<file path="config.mk">
export PLATFORM = sky130hd
export DESIGN_NAME = dac_reg_spi_arbiter_flat
export DESIGN_NICKNAME = d
export VERILOG_FILES = /design/src/rtl/dac_reg_spi_arbiter_if.sv /design/src/rtl/dac_reg_spi_arbiter.sv /design/src/flat_wrapper.sv
export SDC_FILE = /design/constraint.sdc
export NUM_CORES = 1
export LEC_CHECK = 0
export BUFFER_PORTS_ARGS = -buffer_cell sky130_fd_sc_hd__clkbuf_2
export CORE_MARGIN = 1
export CORE_UTILIZATION = 58
export CTS_CLUSTER_DIAMETER = 120
export DETAILED_ROUTE_END_ITERATION = 6
export GPL_TIMING_DRIVEN = 1
export PLACE_DENSITY_LB_ADDON = 0.08
export SKIP_LAST_GASP = 1
export SLEW_MARGIN = 20
export SYNTH_ARGS = -nofsm -noshare
export SYNTH_HDL_FRONTEND = slang
export SYNTH_SLANG_ARGS = --single-unit
</file>
<file path="constraint.sdc">
create_clock -name clk -period 4.7 [get_ports clk]
set_input_delay 1.41 -clock clk [delete_from_list [all_inputs] [get_ports clk]]
set_output_delay 1.41 -clock clk [all_outputs]
set_load 0.05 [all_outputs]
</file>
<file path="src/rtl/dac_reg_spi_arbiter_if.sv">
// Request/ack/done handshakes of the two requesters plus the spi_master strobe and
// status lines, bundled for the shared DAC/register SPI channel arbiter.
interface dac_reg_spi_arbiter_if #(
  parameter int unsigned DATA_WIDTH = 8
);
  logic                  dac_req;
  logic [DATA_WIDTH-1:0] dac_data;
  logic                  dac_ack;
  logic                  dac_done;
  logic                  reg_req;
  logic [DATA_WIDTH-1:0] reg_data;
  logic                  reg_ack;
  logic                  reg_done;
  logic                  spi_start;
  logic [DATA_WIDTH-1:0] spi_data;
  logic                  spi_busy;
  logic                  spi_new_data;
  logic [1:0]            cs_dac_reg;
  logic                  spi_timeout;

  // Arbiter side.
  modport slave (
    input  dac_req, dac_data, reg_req, reg_data, spi_busy, spi_new_data,
    output dac_ack, dac_done, reg_ack, reg_done, spi_start, spi_data, cs_dac_reg, spi_timeout
  );

  // Requesters and spi_master side.
  modport master (
    output dac_req, dac_data, reg_req, reg_data, spi_busy, spi_new_data,
    input  dac_ack, dac_done, reg_ack, reg_done, spi_start, spi_data, cs_dac_reg, spi_timeout
  );
endinterface

</file>
<file path="src/rtl/dac_reg_spi_arbiter.sv">
// Grants the shared DAC/register SPI channel to one requester at a time, framing each
// transfer with CS setup/hold guard times and aborting transfers the SPI master never finishes.
module dac_reg_spi_arbiter #(
  parameter int unsigned DATA_WIDTH = 8,
  parameter int unsigned CS_SETUP   = 2,
  parameter int unsigned CS_HOLD    = 2,
  parameter int unsigned TIMEOUT    = 255
) (
  input logic                 clk,
  input logic                 rst,
  dac_reg_spi_arbiter_if.slave bus
);

  localparam logic [1:0] CsNone = 2'b11;
  localparam logic [1:0] CsDac  = 2'b01;
  localparam logic [1:0] CsReg  = 2'b10;

  localparam logic [3:0] SetupInit  = 4'(CS_SETUP);
  localparam logic [3:0] HoldInit   = 4'(CS_HOLD);
  localparam logic [8:0] TimeoutLim = 9'(TIMEOUT);

  typedef enum logic [2:0] {StIdle, StSetup, StStart, StWait, StHold, StGap} state_e;

  state_e                state_q, state_d;
  logic [3:0]            cnt_q, cnt_d;
  logic [7:0]            tcnt_q, tcnt_d;
  logic                  last_reg_q, last_reg_d;
  logic [DATA_WIDTH-1:0] data_q, data_d;
  logic [1:0]            cs_q, cs_d;
  logic                  dac_ack_q, dac_ack_d;
  logic                  reg_ack_q, reg_ack_d;
  logic                  dac_done_q, dac_done_d;
  logic                  reg_done_q, reg_done_d;
  logic                  start_q, start_d;
  logic                  timeout_q, timeout_d;
  logic                  grant_reg;

  // Alternating priority: on contention the requester that did not win last time goes first.
  assign grant_reg = bus.reg_req & (~bus.dac_req | ~last_reg_q);

  always_comb begin
    state_d    = state_q;
    cnt_d      = cnt_q;
    tcnt_d     = tcnt_q;
    last_reg_d = last_reg_q;
    data_d     = data_q;
    cs_d       = cs_q;
    dac_ack_d  = 1'b0;
    reg_ack_d  = 1'b0;
    dac_done_d = 1'b0;
    reg_done_d = 1'b0;
    start_d    = 1'b0;
    timeout_d  = 1'b0;

    case (state_q)
      StIdle: begin
        if ((bus.dac_req | bus.reg_req) & ~bus.spi_busy) begin
          last_reg_d = grant_reg;
          data_d     = grant_reg ? bus.reg_data : bus.dac_data;
          cs_d       = grant_reg ? CsReg : CsDac;
          reg_ack_d  = grant_reg;
          dac_ack_d  = ~grant_reg;
          cnt_d      = SetupInit;
          state_d    = StSetup;
        end
      end
      StSetup: begin
        if (cnt_q <= 4'd1) begin
          start_d = 1'b1;
          state_d = StStart;
        end else begin
          cnt_d = cnt_q - 4'd1;
        end
      end
      StStart: begin
        // The strobe cycle itself counts as the first cycle of the timeout window.
        tcnt_d  = 8'd1;
        state_d = StWait;
      end
      StWait: begin
        if (bus.spi_new_data) begin
          dac_done_d = ~last_reg_q;
          reg_done_d = last_reg_q;
          cnt_d      = HoldInit;
          state_d    = StHold;
        end else if (({1'b0, tcnt_q} + 9'd1) >= TimeoutLim) begin
          timeout_d = 1'b1;
          cs_d      = CsNone;
          state_d   = StGap;
        end else if (tcnt_q != 8'hff) begin
          tcnt_d = tcnt_q + 8'd1;
        end
      end
      StHold: begin
        if (cnt_q <= 4'd1) begin
          cs_d    = CsNone;
          state_d = StGap;
        end else begin
          cnt_d = cnt_q - 4'd1;
        end
      end
      StGap:   state_d = StIdle;
      default: state_d = StIdle;
    endcase
  end

  always_ff @(posedge clk or posedge rst) begin
    if (rst) begin
      state_q    <= StIdle;
      cnt_q      <= '0;
      tcnt_q     <= '0;
      last_reg_q <= 1'b1;
      data_q     <= '0;
      cs_q       <= CsNone;
      dac_ack_q  <= 1'b0;
      reg_ack_q  <= 1'b0;
      dac_done_q <= 1'b0;
      reg_done_q <= 1'b0;
      start_q    <= 1'b0;
      timeout_q  <= 1'b0;
    end else begin
      state_q    <= state_d;
      cnt_q      <= cnt_d;
      tcnt_q     <= tcnt_d;
      last_reg_q <= last_reg_d;
      data_q     <= data_d;
      cs_q       <= cs_d;
      dac_ack_q  <= dac_ack_d;
      reg_ack_q  <= reg_ack_d;
      dac_done_q <= dac_done_d;
      reg_done_q <= reg_done_d;
      start_q    <= start_d;
      timeout_q  <= timeout_d;
    end
  end

  assign bus.dac_ack     = dac_ack_q;
  assign bus.reg_ack     = reg_ack_q;
  assign bus.dac_done    = dac_done_q;
  assign bus.reg_done    = reg_done_q;
  assign bus.spi_start   = start_q;
  assign bus.spi_data    = data_q;
  assign bus.cs_dac_reg  = cs_q;
  assign bus.spi_timeout = timeout_q;

endmodule

</file>
<file path="src/flat_wrapper.sv">
// flat-port wrapper written by rule: the top's interface ports become plain ports
module dac_reg_spi_arbiter_flat 
#(
  parameter int unsigned DATA_WIDTH = 8,
  parameter int unsigned CS_SETUP   = 2,
  parameter int unsigned CS_HOLD    = 2,
  parameter int unsigned TIMEOUT    = 255
)
  (clk, rst, bus_dac_req, bus_dac_data, bus_reg_req, bus_reg_data, bus_spi_busy, bus_spi_new_data, bus_dac_ack, bus_dac_done, bus_reg_ack, bus_reg_done, bus_spi_start, bus_spi_data, bus_cs_dac_reg, bus_spi_timeout);
  dac_reg_spi_arbiter_if #(.DATA_WIDTH(DATA_WIDTH)) bus_i ();
  input logic clk;
  input logic rst;
  input wire logic [$bits(bus_i.dac_req)-1:0] bus_dac_req;
  input wire logic [$bits(bus_i.dac_data)-1:0] bus_dac_data;
  input wire logic [$bits(bus_i.reg_req)-1:0] bus_reg_req;
  input wire logic [$bits(bus_i.reg_data)-1:0] bus_reg_data;
  input wire logic [$bits(bus_i.spi_busy)-1:0] bus_spi_busy;
  input wire logic [$bits(bus_i.spi_new_data)-1:0] bus_spi_new_data;
  output wire logic [$bits(bus_i.dac_ack)-1:0] bus_dac_ack;
  output wire logic [$bits(bus_i.dac_done)-1:0] bus_dac_done;
  output wire logic [$bits(bus_i.reg_ack)-1:0] bus_reg_ack;
  output wire logic [$bits(bus_i.reg_done)-1:0] bus_reg_done;
  output wire logic [$bits(bus_i.spi_start)-1:0] bus_spi_start;
  output wire logic [$bits(bus_i.spi_data)-1:0] bus_spi_data;
  output wire logic [$bits(bus_i.cs_dac_reg)-1:0] bus_cs_dac_reg;
  output wire logic [$bits(bus_i.spi_timeout)-1:0] bus_spi_timeout;
  assign bus_i.dac_req = bus_dac_req;
  assign bus_i.dac_data = bus_dac_data;
  assign bus_i.reg_req = bus_reg_req;
  assign bus_i.reg_data = bus_reg_data;
  assign bus_i.spi_busy = bus_spi_busy;
  assign bus_i.spi_new_data = bus_spi_new_data;
  assign bus_dac_ack = bus_i.dac_ack;
  assign bus_dac_done = bus_i.dac_done;
  assign bus_reg_ack = bus_i.reg_ack;
  assign bus_reg_done = bus_i.reg_done;
  assign bus_spi_start = bus_i.spi_start;
  assign bus_spi_data = bus_i.spi_data;
  assign bus_cs_dac_reg = bus_i.cs_dac_reg;
  assign bus_spi_timeout = bus_i.spi_timeout;
  dac_reg_spi_arbiter #(.DATA_WIDTH(DATA_WIDTH), .CS_SETUP(CS_SETUP), .CS_HOLD(CS_HOLD), .TIMEOUT(TIMEOUT)) u_core (.clk(clk), .rst(rst), .bus(bus_i));
endmodule
</file>
==> summary.md, run 1 <==
| Metric | Value |
|---|---|
| Critical path buffers and inverters | `1` |
| Primary FF master, synth | `dfrtp_1` |
| Die X | `56.7 um` |
| Detailed-route via count | `1491` |
| Initial antenna violation count | `0` |
| GRT Total Usage | `0.251` |
| Pwr dens | `651 nW/um2` |
| # rows | `19` |
| Vias in the first global route | `1417` |
| Ys Warns | `0` |
| Post-synthesis sequential area ratio | `0.463` |
| Layout fillers | `229` |
| Crit path cell chain | `clkbuf_2` |
| Initial core utilization | `0.619` |
| Placed inst area | `1940 um2` |
| Worst-path fanout max | `2` |
| CP Class | `reg -> out` |
| # placed instances | `248` |
| Die Height | `56.7 um` |
| Library cells used by synthesis | `47` |
| Hold Worst Slack | `0.484 ns` |
| Congestion Overflow GR | `0` |
| CP peak stage delay | `0.55 ns` |
| Max-slew violations | `0` |
| RSZ-0062 raised after global routing | `no` |
| Clock sink total | `32` |
| Cell accounting for the most synthesized area | `dfrtp_1` |
| Status | `finished with violations` |
| Core ar. | `2810 um2` |
| Gpl congestion | `0.852` |
| Top delay family on crit path | `flip-flops` |
| Clock Skew | `0.0171 ns` |
| Setup violators final | `0` |
| Worst VDD drop | `0.436 mV` |
| Layout cell share with drive strength beyond 1 | `0.244` |
| Worst Setup Start Kind | `flop` |
| Mapped Area | `1740 um2` |
| Leakage | `0.957 nW` |
| CTS buffer count | `5` |
| Die area | `3220 um2` |
| Async SR Flop Fraction | `1.00` |
| Post-Layout Inst Area | `2000 um2` |
| WL final | `3650 um` |
| N_diodes | `0` |
| CP Data Required Time | `3.29 ns` |
| Synth top area share | `0.418` |
| Fin cells | `256` |
| Root Buffer | `clkbuf_4` |
| Clock-pin slew on the worst setup and hold paths | `0.12 ns` |
| DRT antenna net count | `0` |
| Relative slew slack | `0.294` |
| Worst-Margin Slew | `1.06 ns` |
| Area grow syn2layout | `15.2%` |
| # IOs | `38` |
| Count of final hold-check violations | `0` |
| Layout net count | `250` |
| Final core utilization | `0.713` |
| Hold buffer count at cts | `0` |
| DRC violation total after the first TritonRoute iteration | `76` |
| WP data arrival | `1.17 ns` |
| Detailed Routing Iterations Pass 1 | `6` |
| Clock buffer depth | `2` |
| Top cells by count, synth | `dfrtp_1 (29), nor2_1 (24), a21oi_1 (17)` |
| Max Freq | `0.387 GHz` |
| Slowest stage cell, crit path | `dfstp_2` |
| TritonCTS clock tree | `yes` |
| Post-cts sizing count | `0` |
| HPWL after DPL | `2730 um` |
| Setup ws final | `2.12 ns` |
| Min Tclk post-route | `2.58 ns` |
| Worst slack, placed | `1.79 ns` |
| Syn Nets | `212` |
| Max_cap viols | `0` |
| Routed WL per cell | `14.2 um` |
| Tcrit/Tclk final | `0.549` |
| Clk Latency, worst-skew pair | `0.35 ns` |
| Post-Syn Instances | `186` |
| FF+latch count, synth | `32` |
| Most numerous cell in the Yosys netlist | `dfrtp_1` |
| Top cells by area, synth | `dfrtp_1 (42%), mux2i_1 (5.2%), nor2_1 (5.2%)` |
| Worst hold path type | `reg -> reg` |
| Violated checks | `DRC` |
| Setup Fix Bufs, Post-CTS | `0` |
| EDFF count, synth | `0` |
| CP Capture Type | `primary output` |
| Post-Syn Area per Cell | `9.34 um2` |
| First-pass GRT wire length | `6190 um` |
| Total power | `1.30 mW` |
| Setup_tns | `0 ns` |
| Largest net degree at the start of global routing | `19` |
| DR vias/cell | `5.82` |
| Residual DRC | `6` |
| I/O Buffers | `37` |
| H-tree depth | `2` |
[cell type report]
class,count,area [um2],share of cell area
inverters,12,45.0,0.0225
repair buffers,38,193,0.0963
flip-flops and latches,32,805,0.402
clock buffers,5,37.5,0.0188
well taps,31,38.8,0.0194
clock inverters,3,23.8,0.0119
multi-input cells,135,858,0.429
[placed cells by master, fill, tap and decap left out, types with 3 or more instances in the layout]
master / netlist / final
o21ai_0: 6 / 6
dfrtp_1: 29 / 29
or3_1: 4 / 4
dfstp_2: 3 / 3
mux2i_1: 9 / 9
nand2_1: 13 / 13
o211ai_1: 3 / 3
nor2_1: 24 / 24
clkbuf_2: 0 / 37
nand3_1: 6 / 6
nor3_1: 3 / 3
ha_1: 4 / 4
inv_1: 12 / 12
o21bai_1: 3 / 3
a211oi_1: 3 / 3
a21oi_1: 17 / 17
clkbuf_4: 0 / 5
[worst paths after layout]
kind | to | slack (ns) | start | cells after the start
min in group asynchronous | u_core.tcnt_q[3] | 1.13 | rst | 2
max in group asynchronous | u_core.bus.cs_dac_reg[0] | 2.85 | rst | 3
setup / recovery | bus_cs_dac_reg[1] | 2.12 | u_core.bus.cs_dac_reg[1] | 1
hold reg to reg | u_core.bus.cs_dac_reg[1] | 0.48 | u_core.bus.cs_dac_reg[1] | 2
hold / removal | u_core.bus.cs_dac_reg[1] | 0.48 | u_core.bus.cs_dac_reg[1] | 2
setup reg to reg | u_core.tcnt_q[3] | 2.38 | u_core.tcnt_q[1] | 7
[routing by layer]
layer / vias up / routed length (um) / part of all wire / GRT usage
li1: 736 / - / - / -
met1: 702 / 1650 / 0.45 / 0.337
met2: 48 / 1770 / 0.48 / 0.379
met3: 5 / 193 / 0.053 / 0.0622
met4: 0 / 37 / 0.010 / 0.121
met5: - / 0 / 0 / 0
[cells by family (layout without fill, tap and decap cells)]
logic type	after synthesis	count (layout)	share of synthesized area
flip-flops	32	32	0.463
AO/OA/AOI/OAI	54	54	0.212
buffers and inverters	19	58	0.0425
multiplexers	9	9	0.0519
XOR/XNOR	3	3	0.0151
AND/OR/NAND/NOR	65	65	0.187
adder cells (fa/ha/maj)	4	4	0.0288
[report_power, final]
group	total (mW)	switching (mW)	internal, mW
clock	0.161	0.102	0.0588
sequential	0.492	0.114	0.379
combinational	0.649	0.441	0.208
total	1.30	0.657	0.645
[worst reg2reg max path, delay by kind of cell (launching register included)]
| kind | cells | cell delay (ns) |
|---|---|---|
| flops | 1 | 0.50 |
| simple gates | 1 | 0.07 |
| compound gates | 5 | 1.43 |
| fa+ha+maj | 1 | 0.24 |
Note: power is estimated with default switching activity, not from simulation.
==> run 2: changes to the inputs <==
CORE_UTILIZATION = 53   (was 58)
clock period = 2.6 ns   (was 4.7 ns; I/O delays follow)
==> summary.md, run 2 (synthesis results as in run 1) <==
| Metric | Value |
|---|---|
| First-pass GRT wire length | `5870 um (-5.1%)` |
| Setup violators final | `0 (unchanged)` |
| CTS buffer count | `5 (unchanged)` |
| Post-cts sizing count | `0 (unchanged)` |
| Max Freq | `0.442 GHz` |
| CP Capture Type | `flop` |
| Initial core utilization | `0.564 (-0.0549)` |
| Worst hold path type | `reg -> reg` |
| CP Class | `reg -> reg` |
| HPWL after DPL | `2550 um (-6.6%)` |
| DR vias/cell | `5.51 (-5.5%)` |
| Placed inst area | `1970 um2 (+1.6%)` |
| Layout fillers | `262 (+14%)` |
| Total power | `2.34 mW (+79%)` |
| TritonCTS clock tree | `yes` |
| Hold buffer count at cts | `0 (unchanged)` |
| Die Height | `59.2 um (+4.4%)` |
| Crit. Startpoint | `u_core.tcnt_q[1]` |
| Clock sink total | `32 (unchanged)` |
| Largest net degree at the start of global routing | `33 (+14)` |
| Most frequent cells in the layout | `clkbuf_2 (37), dfrtp_1 (29), nor2_1 (24)` |
| H-tree depth | `2 (unchanged)` |
| Reg2reg end | `u_core.tcnt_q[3]` |
| Hold path cells | `2 (unchanged)` |
| Layout cell share with drive strength beyond 1 | `0.242 (-0.00215)` |
| WL final | `3450 um (-5.5%)` |
| WP data arrival | `2.51 ns (+1.34 ns)` |
| Commonest non-fill, non-tap cell in the layout | `clkbuf_2` |
| Worst-path fanout max | `15 (+13)` |
| # IOs | `38 (unchanged)` |
| Die X | `59.2 um (+4.4%)` |
| Core ar. | `3080 um2 (+9.7%)` |
| Initial antenna violation count | `0 (unchanged)` |
| Tcrit/Tclk final | `0.869` |
| Die area | `3510 um2 (+9.1%)` |
| Min Tclk post-route | `2.26 ns` |
| Clock buffer depth | `2 (unchanged)` |
| Detailed-route via count | `1492 (+0.067%)` |
| RSZ-0062 raised after global routing | `no` |
| Relative slew slack | `0.616 (+0.322)` |
| Worst R2R Start | `u_core.tcnt_q[1]` |
| Residual DRC | `0 (-6)` |
| Routed WL per cell | `12.7 um (-11%)` |
| DRC violation total after the first TritonRoute iteration | `89 (+17%)` |
| Reg2reg path depth | `7 (unchanged)` |
| Worst-Margin Slew | `0.576 ns (-0.480 ns)` |
| Min-delay src | `u_core.bus.cs_dac_reg[0]` |
| FF-to-FF setup slack | `0.34 ns (-2.04 ns)` |
| N_diodes | `0 (unchanged)` |
| Worst Setup Start Kind | `flop` |
| Sequential cell area | `805 um2 (unchanged)` |
| # placed instances | `263 (+6.0%)` |
| Detailed Routing Iterations Pass 1 | `4 (-2)` |
| CP Data Required Time | `2.85 ns (-0.44 ns)` |
| Clock-pin slew on the worst setup and hold paths | `0.09 ns (-0.03 ns)` |
| Pwr dens | `1150 nW/um2 (+77%)` |
| Setup Fix Bufs, Post-CTS | `0 (unchanged)` |
| I/O Buffers | `37 (unchanged)` |
| GRT Total Usage | `0.227 (-0.0241)` |
| Clk Latency, worst-skew pair | `0.32 ns (-0.03 ns)` |
| Hold Worst Slack | `0.476 ns (-0.00851 ns)` |
| Hold Path End | `u_core.bus.cs_dac_reg[0]` |
| Count of final hold-check violations | `0 (unchanged)` |
| Layout net count | `252 (+0.80%)` |
| Fin cells | `271 (+5.9%)` |
| Max_cap viols | `0 (unchanged)` |
| Root Buffer | `clkbuf_4` |
| Status | `completed` |
| Worst VDD drop | `0.947 mV (+120%)` |
| Post-Layout Inst Area | `2030 um2 (+1.4%)` |
| Clock Skew | `0.00394 ns (-0.0132 ns)` |
| Congestion Overflow GR | `0 (unchanged)` |
| # rows | `20 (+1)` |
| Area grow syn2layout | `16.9%` |
| Setup_tns | `0 ns (unchanged)` |
| Leakage | `0.972 nW (+1.6%)` |
| DRT antenna net count | `0 (unchanged)` |
| Area of the multi-input gates | `858 um2 (unchanged)` |
| Gpl congestion | `0.901 (+5.8%)` |
| Vias in the first global route | `1336 (-5.7%)` |
| Max-slew violations | `0 (unchanged)` |
[run 2: changes by cell type in the layout (fill, tap and decap cells not counted), sizes merged]
cell,previous run,this run
buf,1,3
clkbuf,42,45
clkinv,1,0
clkinvlp,2,0
[run 2: critical path, stage by stage (launching register included)]
cell and delay [ns]:
dfrtp_1 0.51, ha_1 0.25, inv_1 0.11, nor3b_1 0.25, o221ai_2 0.16, o21ai_2 0.48, o21a_1 0.30, o2bb2ai_1 0.14
[run 2: power breakdown]
part | switching [mW] | leakage [nW] | internal, mW
Sequential | 0.205 | 0.388 | 0.685
Combinational | 0.777 | 0.552 | 0.382
Clock | 0.154 | 0.0326 | 0.133
Total | 1.14 | 0.972 | 1.20
[run 2: how the worst max path moves through the flow]
stage / endpoint / slack [ns]
2_1_floorplan: u_core.tcnt_q[5] / 0.77
3_3_place_gp: u_core.tcnt_q[0] / 0.46
3_5_place_dp: u_core.tcnt_q[3] / 0.36
4_1_cts: u_core.tcnt_q[3] / 0.33
5_1_grt: u_core.tcnt_q[3] / 0.13
6_report: u_core.tcnt_q[3] / 0.34
[run 2: cell type report]
cell class / instances / share of cell area
multi-input cells: 135 / 0.423
flip-flops and latches: 32 / 0.396
inverters: 12 / 0.0222
repair buffers: 40 / 0.102
clock buffers: 8 / 0.0290
well taps: 44 / 0.0271
[run 2: per-layer routing]
metal,part of all wire,GRT usage,wire (um)
met5,0,0,0
met1,0.46,0.300,1600
met4,0.019,0.0952,65
met2,0.47,0.342,1610
met3,0.051,0.0742,174
[run 2: per-stage QoR]
step,util,worst slack [ns]
final,0.659,0.339
after global routing,0.659,0.134
after CTS,0.659,0.328
after detailed placement,0.640,0.363
after global placement,0.640,0.456
after floorplan,-,0.771
==> run 3: changes to the inputs <==
PLACE_DENSITY = 0.84   (was unset)
PLACE_DENSITY_LB_ADDON = unset   (was 0.08)
==> summary.md, run 3 (synthesis results as in run 1) <==
| Metric | Value |
|---|---|
| Status | `completed` |
| Worst R2R Start | `u_core.tcnt_q[1]` |
| Vias in the first global route | `1356 (+1.5%)` |
| Slowest stage cell, crit path | `o21ai_2` |
| Congestion Overflow GR | `0 (unchanged)` |
| Die area | `3510 um2 (unchanged)` |
| Worst hold path type | `reg -> reg` |
| CP peak stage delay | `0.50 ns (about the same)` |
| Reg2reg path depth | `7 (unchanged)` |
| CP Class | `reg -> reg` |
| Layout fillers | `259 (-1.1%)` |
| Routed WL per cell | `13.3 um (+4.7%)` |
| H-tree depth | `2 (unchanged)` |
| WL final | `3610 um (+4.7%)` |
| CTS buffer count | `5 (unchanged)` |
| Clock-pin slew on the worst setup and hold paths | `0.10 ns (about the same)` |
| Clock Skew | `0.0121 ns (+0.00815 ns)` |
| Min-delay src | `u_core.bus.cs_dac_reg[1]` |
| Max Freq | `0.441 GHz (-0.36%)` |
| TritonCTS clock tree | `yes` |
| Sequential cell area | `805 um2 (unchanged)` |
| Most frequent cells in the layout | `clkbuf_2 (37), dfrtp_1 (29), nor2_1 (24)` |
| Initial core utilization | `0.564 (unchanged)` |
| Largest net degree at the start of global routing | `33 (unchanged)` |
| Layout cell share with drive strength beyond 1 | `0.251 (+0.00881)` |
| Setup Fix Bufs, Post-CTS | `0 (unchanged)` |
| Relative slew slack | `0.613 (-0.00280)` |
| WP data arrival | `2.53 ns (+0.02 ns)` |
| Max_cap viols | `0 (unchanged)` |
| Crit path cell chain | `ha_1 > nand2_1 > o31a_1 > o22a_1 > o21ai_2 > o21a_1 > o2bb2ai_1` |
| Die X | `59.2 um (unchanged)` |
| # rows | `20 (unchanged)` |
| Detailed Routing Iterations Pass 1 | `4 (unchanged)` |
| HPWL after DPL | `2570 um (+0.86%)` |
| Clock buffer depth | `2 (unchanged)` |
| Setup_tns | `0 ns (unchanged)` |
| Root Buffer | `clkbuf_4` |
| DR vias/cell | `5.56 (+1.1%)` |
| GRT Total Usage | `0.223 (-0.00369)` |
| N_diodes | `0 (unchanged)` |
| First-pass GRT wire length | `5890 um (+0.36%)` |
| Count of final hold-check violations | `0 (unchanged)` |
| Die Height | `59.2 um (unchanged)` |
| Detailed-route via count | `1508 (+1.1%)` |
| Residual DRC | `0 (unchanged)` |
| Hold Path End | `u_core.bus.cs_dac_reg[1]` |
| Setup violators final | `0 (unchanged)` |
| # IOs | `38 (unchanged)` |
| Pwr dens | `1210 nW/um2 (+4.8%)` |
| CP Data Required Time | `2.86 ns (about the same)` |
| RSZ-0062 raised after global routing | `no` |
| DRC violation total after the first TritonRoute iteration | `42 (-53%)` |
| Worst VDD drop | `0.651 mV (-31%)` |
| Commonest non-fill, non-tap cell in the layout | `clkbuf_2` |
| FF-to-FF setup slack | `0.33 ns (about the same)` |
| Clock sink total | `32 (unchanged)` |
| CP Capture Type | `flop` |
| Crit. Startpoint | `u_core.tcnt_q[1]` |
| Layout net count | `252 (unchanged)` |
| Area of the multi-input gates | `858 um2 (unchanged)` |
| Leakage | `0.991 nW (+2.0%)` |
| DRT antenna net count | `0 (unchanged)` |
| Worst-path fanout max | `15 (unchanged)` |
| Worst Setup Start Kind | `flop` |
| Worst slack, placed | `0.377 ns (+0.0135 ns)` |
| Hold buffer count at cts | `0 (unchanged)` |
| Area grow syn2layout | `18.9%` |
| Setup ws final | `0.331 ns (-0.00810 ns)` |
| Reg2reg end | `u_core.tcnt_q[3]` |
| I/O Buffers | `37 (unchanged)` |
| Initial antenna violation count | `0 (unchanged)` |
| Gpl congestion | `0.886 (-1.7%)` |
| Min Tclk post-route | `2.27 ns (+0.00810 ns)` |
| Core ar. | `3080 um2 (unchanged)` |
| Worst-Margin Slew | `0.579 ns (+0.00303 ns)` |
| Top delay family on crit path | `compound AO/OA/AOI/OAI gates` |
| Tcrit/Tclk final | `0.873 (+0.00312)` |
| Max-slew violations | `0 (unchanged)` |
| Post-cts sizing count | `0 (unchanged)` |
| Clk Latency, worst-skew pair | `0.34 ns (+0.02 ns)` |
| Critical path buffers and inverters | `0 (-1)` |
| Hold path cells | `2 (unchanged)` |
run 3: layout make-up:
type                            count  area share
Multi-Input combinational cell    135       0.416
Inverter                           12      0.0218
Sequential cell                    32       0.389
Clock buffer                        7      0.0315
Tap cell                           44      0.0267
Timing Repair Buffer               40       0.101
Clock inverter                      1      0.0145
run 3: report_power, final:
group	switching (mW)	internal [mW]
registers	0.197	0.684
logic	0.798	0.382
clock network	0.176	0.255
run 3: how the worst max path moves through the flow:
stage,endpoint,slack [ns],cells after the start
after detailed placement,u_core.tcnt_q[0],0.38,7
after floorplan,u_core.tcnt_q[5],0.77,8
after global routing,u_core.tcnt_q[3],0.17,8
after CTS,u_core.tcnt_q[3],0.35,7
after global placement,u_core.tcnt_q[4],0.44,7
final,u_core.tcnt_q[3],0.33,7
run 3: metal layers:
layer / global-route usage / up-vias / share of wire
met3: 0.0699 / 4 / 0.077
met4: 0.0510 / 0 / 0.0075
met1: 0.294 / 706 / 0.45
li1: - / 740 / -
met2: 0.360 / 58 / 0.47
met5: 0 / - / 0
run 3: worst min-delay path, cell delays in order (launching register included):
cell,delay [ns]
dfstp_2,0.38
inv_1,0.04
a21oi_1,0.05
run 3: stage by stage:
stage / hold WS [ns] / cells / util / instance area (um2) / total power [mW]
5_1_grt: 0.491 / 271 / 0.671 / 2070 / 2.65
4_1_cts: 0.480 / 271 / 0.671 / 2070 / 2.50
3_5_place_dp: 0.464 / 263 / 0.640 / 1970 / 2.06
2_1_floorplan: 0.471 / 186 / - / 1740 / 1.79
6_report: 0.471 / 271 / 0.671 / 2070 / 2.49
3_3_place_gp: 0.447 / 263 / 0.640 / 1970 / 2.02
